File: src/rtl/mem_arbiter.sv
// Round-robin arbiter sharing one single-ported memory between IFU (read-only) and LSU.
// Define MEM_ARB_PERF_EN to add saturating grant/stall performance counters.
module mem_arbiter #(
  parameter int ADDR_W = 32,
  parameter int DATA_W = 32
) (
  input  logic              clk,
  input  logic              rst,
  input  logic              ifu_req_valid,
  output logic              ifu_req_ready,
  input  logic [ADDR_W-1:0] ifu_addr,
  output logic              ifu_resp_valid,
  output logic [DATA_W-1:0] ifu_rdata,
  input  logic              lsu_req_valid,
  output logic              lsu_req_ready,
  input  logic [ADDR_W-1:0] lsu_addr,
  input  logic              lsu_wen,
  input  logic [DATA_W-1:0] lsu_wdata,
  input  logic [7:0]        lsu_wmask,
  output logic              lsu_resp_valid,
  output logic [DATA_W-1:0] lsu_rdata,
  output logic              mem_req_valid,
  input  logic              mem_req_ready,
  output logic [ADDR_W-1:0] mem_addr,
  output logic              mem_wen,
  output logic [DATA_W-1:0] mem_wdata,
  output logic [7:0]        mem_wmask,
  input  logic              mem_resp_valid,
  input  logic [DATA_W-1:0] mem_rdata
`ifdef MEM_ARB_PERF_EN
  ,
  output logic [31:0]       perf_ifu_cnt,
  output logic [31:0]       perf_lsu_cnt,
  output logic [31:0]       perf_stall_cnt
`endif
);

  localparam logic [1:0] S_IDLE  = 2'd0;
  localparam logic [1:0] S_ISSUE = 2'd1;
  localparam logic [1:0] S_WAIT  = 2'd2;
  localparam logic [1:0] S_RESP  = 2'd3;

  logic [1:0]        r_state;
  logic              r_last_grant;  // 0 = IFU, 1 = LSU
  logic              r_owner;
  logic [ADDR_W-1:0] r_addr;
  logic              r_wen;
  logic [DATA_W-1:0] r_wdata;
  logic [7:0]        r_wmask;
  logic [DATA_W-1:0] r_ifu_rdata;
  logic [DATA_W-1:0] r_lsu_rdata;

  logic w_idle;
  logic w_grant_ifu;
  logic w_grant_lsu;

  // Gating with rst keeps the ready outputs low while reset is asserted.
  assign w_idle      = rst && (r_state == S_IDLE);
  assign w_grant_ifu = w_idle && ifu_req_valid && (!lsu_req_valid || r_last_grant);
  assign w_grant_lsu = w_idle && lsu_req_valid && (!ifu_req_valid || !r_last_grant);

  assign ifu_req_ready  = w_grant_ifu;
  assign lsu_req_ready  = w_grant_lsu;
  assign mem_req_valid  = (r_state == S_ISSUE);
  assign mem_addr       = r_addr;
  assign mem_wen        = r_wen;
  assign mem_wdata      = r_wdata;
  assign mem_wmask      = r_wmask;
  assign ifu_resp_valid = (r_state == S_RESP) && !r_owner;
  assign lsu_resp_valid = (r_state == S_RESP) && r_owner;
  assign ifu_rdata      = r_ifu_rdata;
  assign lsu_rdata      = r_lsu_rdata;

  always_ff @(posedge clk or negedge rst) begin
    if (!rst) begin
      r_state      <= S_IDLE;
      r_last_grant <= 1'b1;
      r_owner      <= 1'b0;
      r_addr       <= '0;
      r_wen        <= 1'b0;
      r_wdata      <= '0;
      r_wmask      <= 8'h00;
      r_ifu_rdata  <= '0;
      r_lsu_rdata  <= '0;
    end else begin
      case (r_state)
        S_IDLE: begin
          if (w_grant_ifu) begin
            r_addr       <= ifu_addr;
            r_wen        <= 1'b0;
            r_wdata      <= '0;
            r_wmask      <= 8'h00;
            r_owner      <= 1'b0;
            r_last_grant <= 1'b0;
            r_state      <= S_ISSUE;
          end else if (w_grant_lsu) begin
            r_addr       <= lsu_addr;
            r_wen        <= lsu_wen;
            r_wdata      <= lsu_wdata;
            r_wmask      <= lsu_wen ? lsu_wmask : 8'h00;
            r_owner      <= 1'b1;
            r_last_grant <= 1'b1;
            r_state      <= S_ISSUE;
          end else begin
            r_state      <= S_IDLE;
          end
        end
        S_ISSUE: begin
          if (mem_req_ready) begin
            r_state <= S_WAIT;
          end else begin
            r_state <= S_ISSUE;
          end
        end
        S_WAIT: begin
          if (mem_resp_valid) begin
            // Writes report zero data; the other requester's last data is left untouched.
            if (r_owner) begin
              r_lsu_rdata <= r_wen ? '0 : mem_rdata;
            end else begin
              r_ifu_rdata <= mem_rdata;
            end
            r_state <= S_RESP;
          end else begin
            r_state <= S_WAIT;
          end
        end
        S_RESP: begin
          r_state <= S_IDLE;
        end
        default: begin
          r_state <= S_IDLE;
        end
      endcase
    end
  end

`ifdef MEM_ARB_PERF_EN
  logic w_stall;
  assign w_stall = (ifu_req_valid || lsu_req_valid) && !(w_grant_ifu || w_grant_lsu);

  // Saturating event counters.
  always_ff @(posedge clk or negedge rst) begin
    if (!rst) begin
      perf_ifu_cnt   <= 32'd0;
      perf_lsu_cnt   <= 32'd0;
      perf_stall_cnt <= 32'd0;
    end else begin
      if (w_grant_ifu && (perf_ifu_cnt != 32'hFFFF_FFFF)) begin
        perf_ifu_cnt <= perf_ifu_cnt + 32'd1;
      end
      if (w_grant_lsu && (perf_lsu_cnt != 32'hFFFF_FFFF)) begin
        perf_lsu_cnt <= perf_lsu_cnt + 32'd1;
      end
      if (w_stall && (perf_stall_cnt != 32'hFFFF_FFFF)) begin
        perf_stall_cnt <= perf_stall_cnt + 32'd1;
      end
    end
  end
`endif

endmodule

File: config.mk
export PLATFORM = sky130hd
export DESIGN_NAME = mem_arbiter
export DESIGN_NICKNAME = d
export VERILOG_FILES = /design/src/rtl/mem_arbiter.sv
export SDC_FILE = /design/constraint.sdc
export NUM_CORES = 1
export LEC_CHECK = 0
export CAP_MARGIN = 0
export CORE_MARGIN = 2
export CORE_UTILIZATION = 30
export DETAILED_ROUTE_END_ITERATION = 6
export PLACE_DENSITY = 0.71
export SLEW_MARGIN = 5
export SYNTH_ARGS = -nofsm -noshare
export SYNTH_HDL_FRONTEND = slang
export SYNTH_SLANG_ARGS = --single-unit
File: constraint.sdc
create_clock -name clk -period 1.5 [get_ports clk]
set_input_delay 0.225 -clock clk [delete_from_list [all_inputs] [get_ports clk]]
set_output_delay 0.225 -clock clk [all_outputs]
set_load 0.05 [all_outputs]
==> results.py <==
metrics = {
    "clocking": {
        "hold_buffers": 0,
        "htreeDepth": 4,
        "cts_buffer_depth": 2,
        "cts_root_buf": "clkbuf_16",
        "clock_latency_ns": 0.41,
        "clk_pin_slew_ns": 0.06,
        "cts_tree": "done",
        "clock-sinks": 141,
        "numCtsBuffers": 17,
    },
    "global_route": {
        "grt_max_degree": 142,
        "antenna_found_initial": 0,
        "grt_pass1_vias": 4959,
        "grt_pass1_wl_um": 27700,
        "grt-ovfl-total": 0,
        "track_usage_pct": 17.5,
    },
    "sta": {
        "setup_slack_ns": -0.337,
        "fin_crit_sh_pct": 122,
        "fin_skew_ns": 0.00777,
        "maxSlewViolCount": 0,
        "min_period_ns": 1.84,
        "hold-worst-slack_ns": -0.0294,
        "rsz0062_at_grt": "yes",
        "tns_ns": -27.57,
        "relSlewSlack_pct": 42.4,
        "hold_viol": 12,
        "setup_viol": 143,
        "worstMarginPinSlew_ns": 0.864,
        "max_freq_mhz": 544,
    },
    "worst_hold_path": {
        "hold_class": "input pin to asynchronous set/reset pin",
    },
    "placed_design": {
        "dp_hpwl_um": 11600,
        "finalWeightedCongestion": 0.757,
        "placed_area_um2": 8760,
        "io_buffers": 284,
    },
    "setup_path": {
        "critPathMaxFanout": 3,
        "cp-end-kind": "primary output",
        "crit_slowest_cell": "or3b_4",
        "startpoint_type": "flip-flop",
        "crit_type": "flip-flop to primary output",
        "crit_arrival_ns": 1.61,
        "crit_family": "simple AND/OR/NAND/NOR gates",
        "cpPeakStageDelay_ns": 0.46,
        "cp.required_ns": 1.27,
        "crit_chain": "or3b_4 -> nor3_4 -> buf_12",
        "worst-path-buf-inv": 1,
    },
    "power": {
        "finalPower_mw": 25.5,
        "power_density_nw_per_um2": 2410,
        "ir_drop_v": 0.00110,
        "power.leakage_nw": 4.81,
    },
    "run": {
        "maxCapViolations": 0,
    },
    "die": {
        "die-area_um2": 20100,
        "die_w_um": 142,
        "die_y_um": 142,
        "fp-row-count": 50,
        "start_util_pct": 30.5,
        "coreArea_um2": 18700,
        "ioPinCount": 285,
    },
    "layout": {
        "layout.nets": 922,
        "drive_gt1_share_pct": 43.1,
        "fin_area_um2": 10600,
        "antenna_cells": 0,
        "area_delta_synth_final_pct": 85.5,
    },
    "drt": {
        "viasPerCell": 4.94,
        "ant_nets": 0,
        "dr.pass1.iters": 4,
        "drc": 0,
        "totalWireLength_um": 20100,
        "num_vias": 5066,
        "wl_per_cell_um": 19.6,
        "drtIter0Drc": 217,
    },
    "logic_synthesis": {
        "ys.flop_type": "dfrtp_1",
        "synth-xor-area-share_pct": 0,
        "synth.avg_cell_area_um2": 13.0,
        "synth_adder_area_share_pct": 0,
        "synth-edff-count": 0,
        "ys_ff_latch": 141,
        "synth_cells": 439,
        "synth-seq-area-share_pct": 61.9,
        "async_reset_ff_share_pct": 100,
        "synth.distinct_cells": 29,
        "synthSimpleGateAreaFrac_pct": 8.38,
        "yosysWarnings": 0,
        "synth_compound_area_share_pct": 19.5,
        "synth_top_family_by_area": "compound AO/OA/AOI/OAI gates",
        "synth_fp_nets": 582,
        "synthMuxAreaShare_pct": 6.32,
        "syn_area_um2": 5710,
    },
    "status": {
        "status": "finished with violations",
        "violations": "hold timing, setup timing",
    },
}
-- metrics by stage --
step / cells / util (%) / setup slack (ns)
floorplan: 439 / - / -0.132
global placement: 947 / 46.8 / -0.186
detailed placement: 947 / 46.8 / -0.197
CTS: 998 / 53.3 / -0.400
global route: 1026 / 56.6 / -0.414
finish: 1026 / 56.6 / -0.337
-- final cells by class --
class,instances,area [um^2]
fillers,1539,8120
repair buffers,359,3810
flip-flops and latches,141,3530
multi-input cells,257,2370
clock buffers,18,429
well taps,234,293
clock inverters,14,143
inverters,3,11.3
-- where the power goes --
group | leakage (nW) | total [mW] | switching, mW | internal [mW]
Clock | 0.276 | 4.14 | 1.69 | 2.45
Sequential | 1.73 | 6.60 | 1.12 | 5.47
Combinational | 2.81 | 14.8 | 8.85 | 5.92
Total | 4.81 | 25.5 | 11.7 | 13.8
-- cell usage after synthesis, types with 2 or more instances --
master / number / share of area [%]
inv_1: 3 / 0.20
buf_6: 8 / 1.6
clkbuf_1: 24 / 1.6
buf_2: 4 / 0.35
nor2_1: 3 / 0.20
a22o_1: 41 / 6.3
nor2_8: 2 / 0.70
o32ai_1: 32 / 4.9
mux2_2: 32 / 6.3
nor2b_1: 2 / 0.22
a21o_1: 2 / 0.26
dfrtp_1: 140 / 61
nand2_1: 35 / 2.3
a2bb2oi_1: 32 / 4.9
o21ai_0: 33 / 2.9
nand2b_1: 33 / 3.6
-- cells in the final DEF, fill, tap and decap left out, types with 2 or more instances in the layout --
master,Yosys,layout
nand2b_1,33,33
buf_8,0,5
nand2_2,0,7
nor2_8,2,2
o32ai_1,32,32
clkinv_4,0,2
inv_6,0,2
a21o_1,2,2
buf_6,8,17
buf_12,0,28
clkdlybuf4s50_1,0,141
bufinv_16,0,2
o21ai_0,33,6
a22o_1,41,41
dfrtp_1,140,140
nand2_1,35,27
mux2_2,32,4
nor3_4,1,2
o21ai_2,0,6
mux2_4,0,28
buf_16,0,4
clkbuf_16,0,29
a2bb2oi_2,0,31
clkinv_2,0,5
clkinvlp_4,0,3
nor2_4,0,2
buf_4,1,151
inv_1,3,3
o21ai_1,1,21
-- final timing paths --
kind | slack (ns) | to | cells past startpoint | start
worst max-delay path | -0.34 | ifu_req_ready | 3 | flip-flop
worst min-delay path | -0.03 | asynchronous set/reset pin | 3 | rst
worst max register to register | -0.31 | mem_addr[8]$_DFFE_PN0P_ | 7 | flip-flop
worst min register to register | 0.48 | lsu_rdata[16]$_DFFE_PN0P_ | 2 | lsu_rdata[16]$_DFFE_PN0P_
max in group asynchronous | 0.82 | ifu_rdata[0]$_DFFE_PN0P_ | 3 | rst
min in group clk | 0.40 | lsu_rdata[28]$_DFFE_PN0P_ | 3 | mem_rdata[28]
-- what timing repair did --
item,in CTS,in global routing
pin swaps,7,14
cloned,7,17
endpoints found under the setup margin,74,145
gates resized for setup,72,84
setup buffers,12,16
-- cells by family after synthesis --
logic type,after synthesis
simple gates,83
flops,141
compound gates,142
buf+inv,41
mux,32
-- state kept, by name (all words and copies together), names as in the netlist, named ones only --
| signal | count |
|---|---|
| mem_wmask | 8 |
| mem_wen | 1 |
| mem_addr | 32 |
| r_last_grant | 1 |
| lsu_rdata | 32 |
| r_state | 1 |
| ifu_rdata | 32 |
| r_owner | 1 |
| mem_wdata | 32 |
-- worst min-delay path, stage by stage --
cell    delay (ns)
buf_6         0.07
buf_4         0.11
buf_12        0.46
-- layer usage --
metal	GRT usage [%]	wire length, um	up-vias
met5	0	0	-
met4	5.37	345	0
met3	4.93	1140	22
met2	28.7	9910	194
met1	22.7	8700	2539
li1	-	-	2311
No activity file was read; power rests on OpenSTA's default activity.
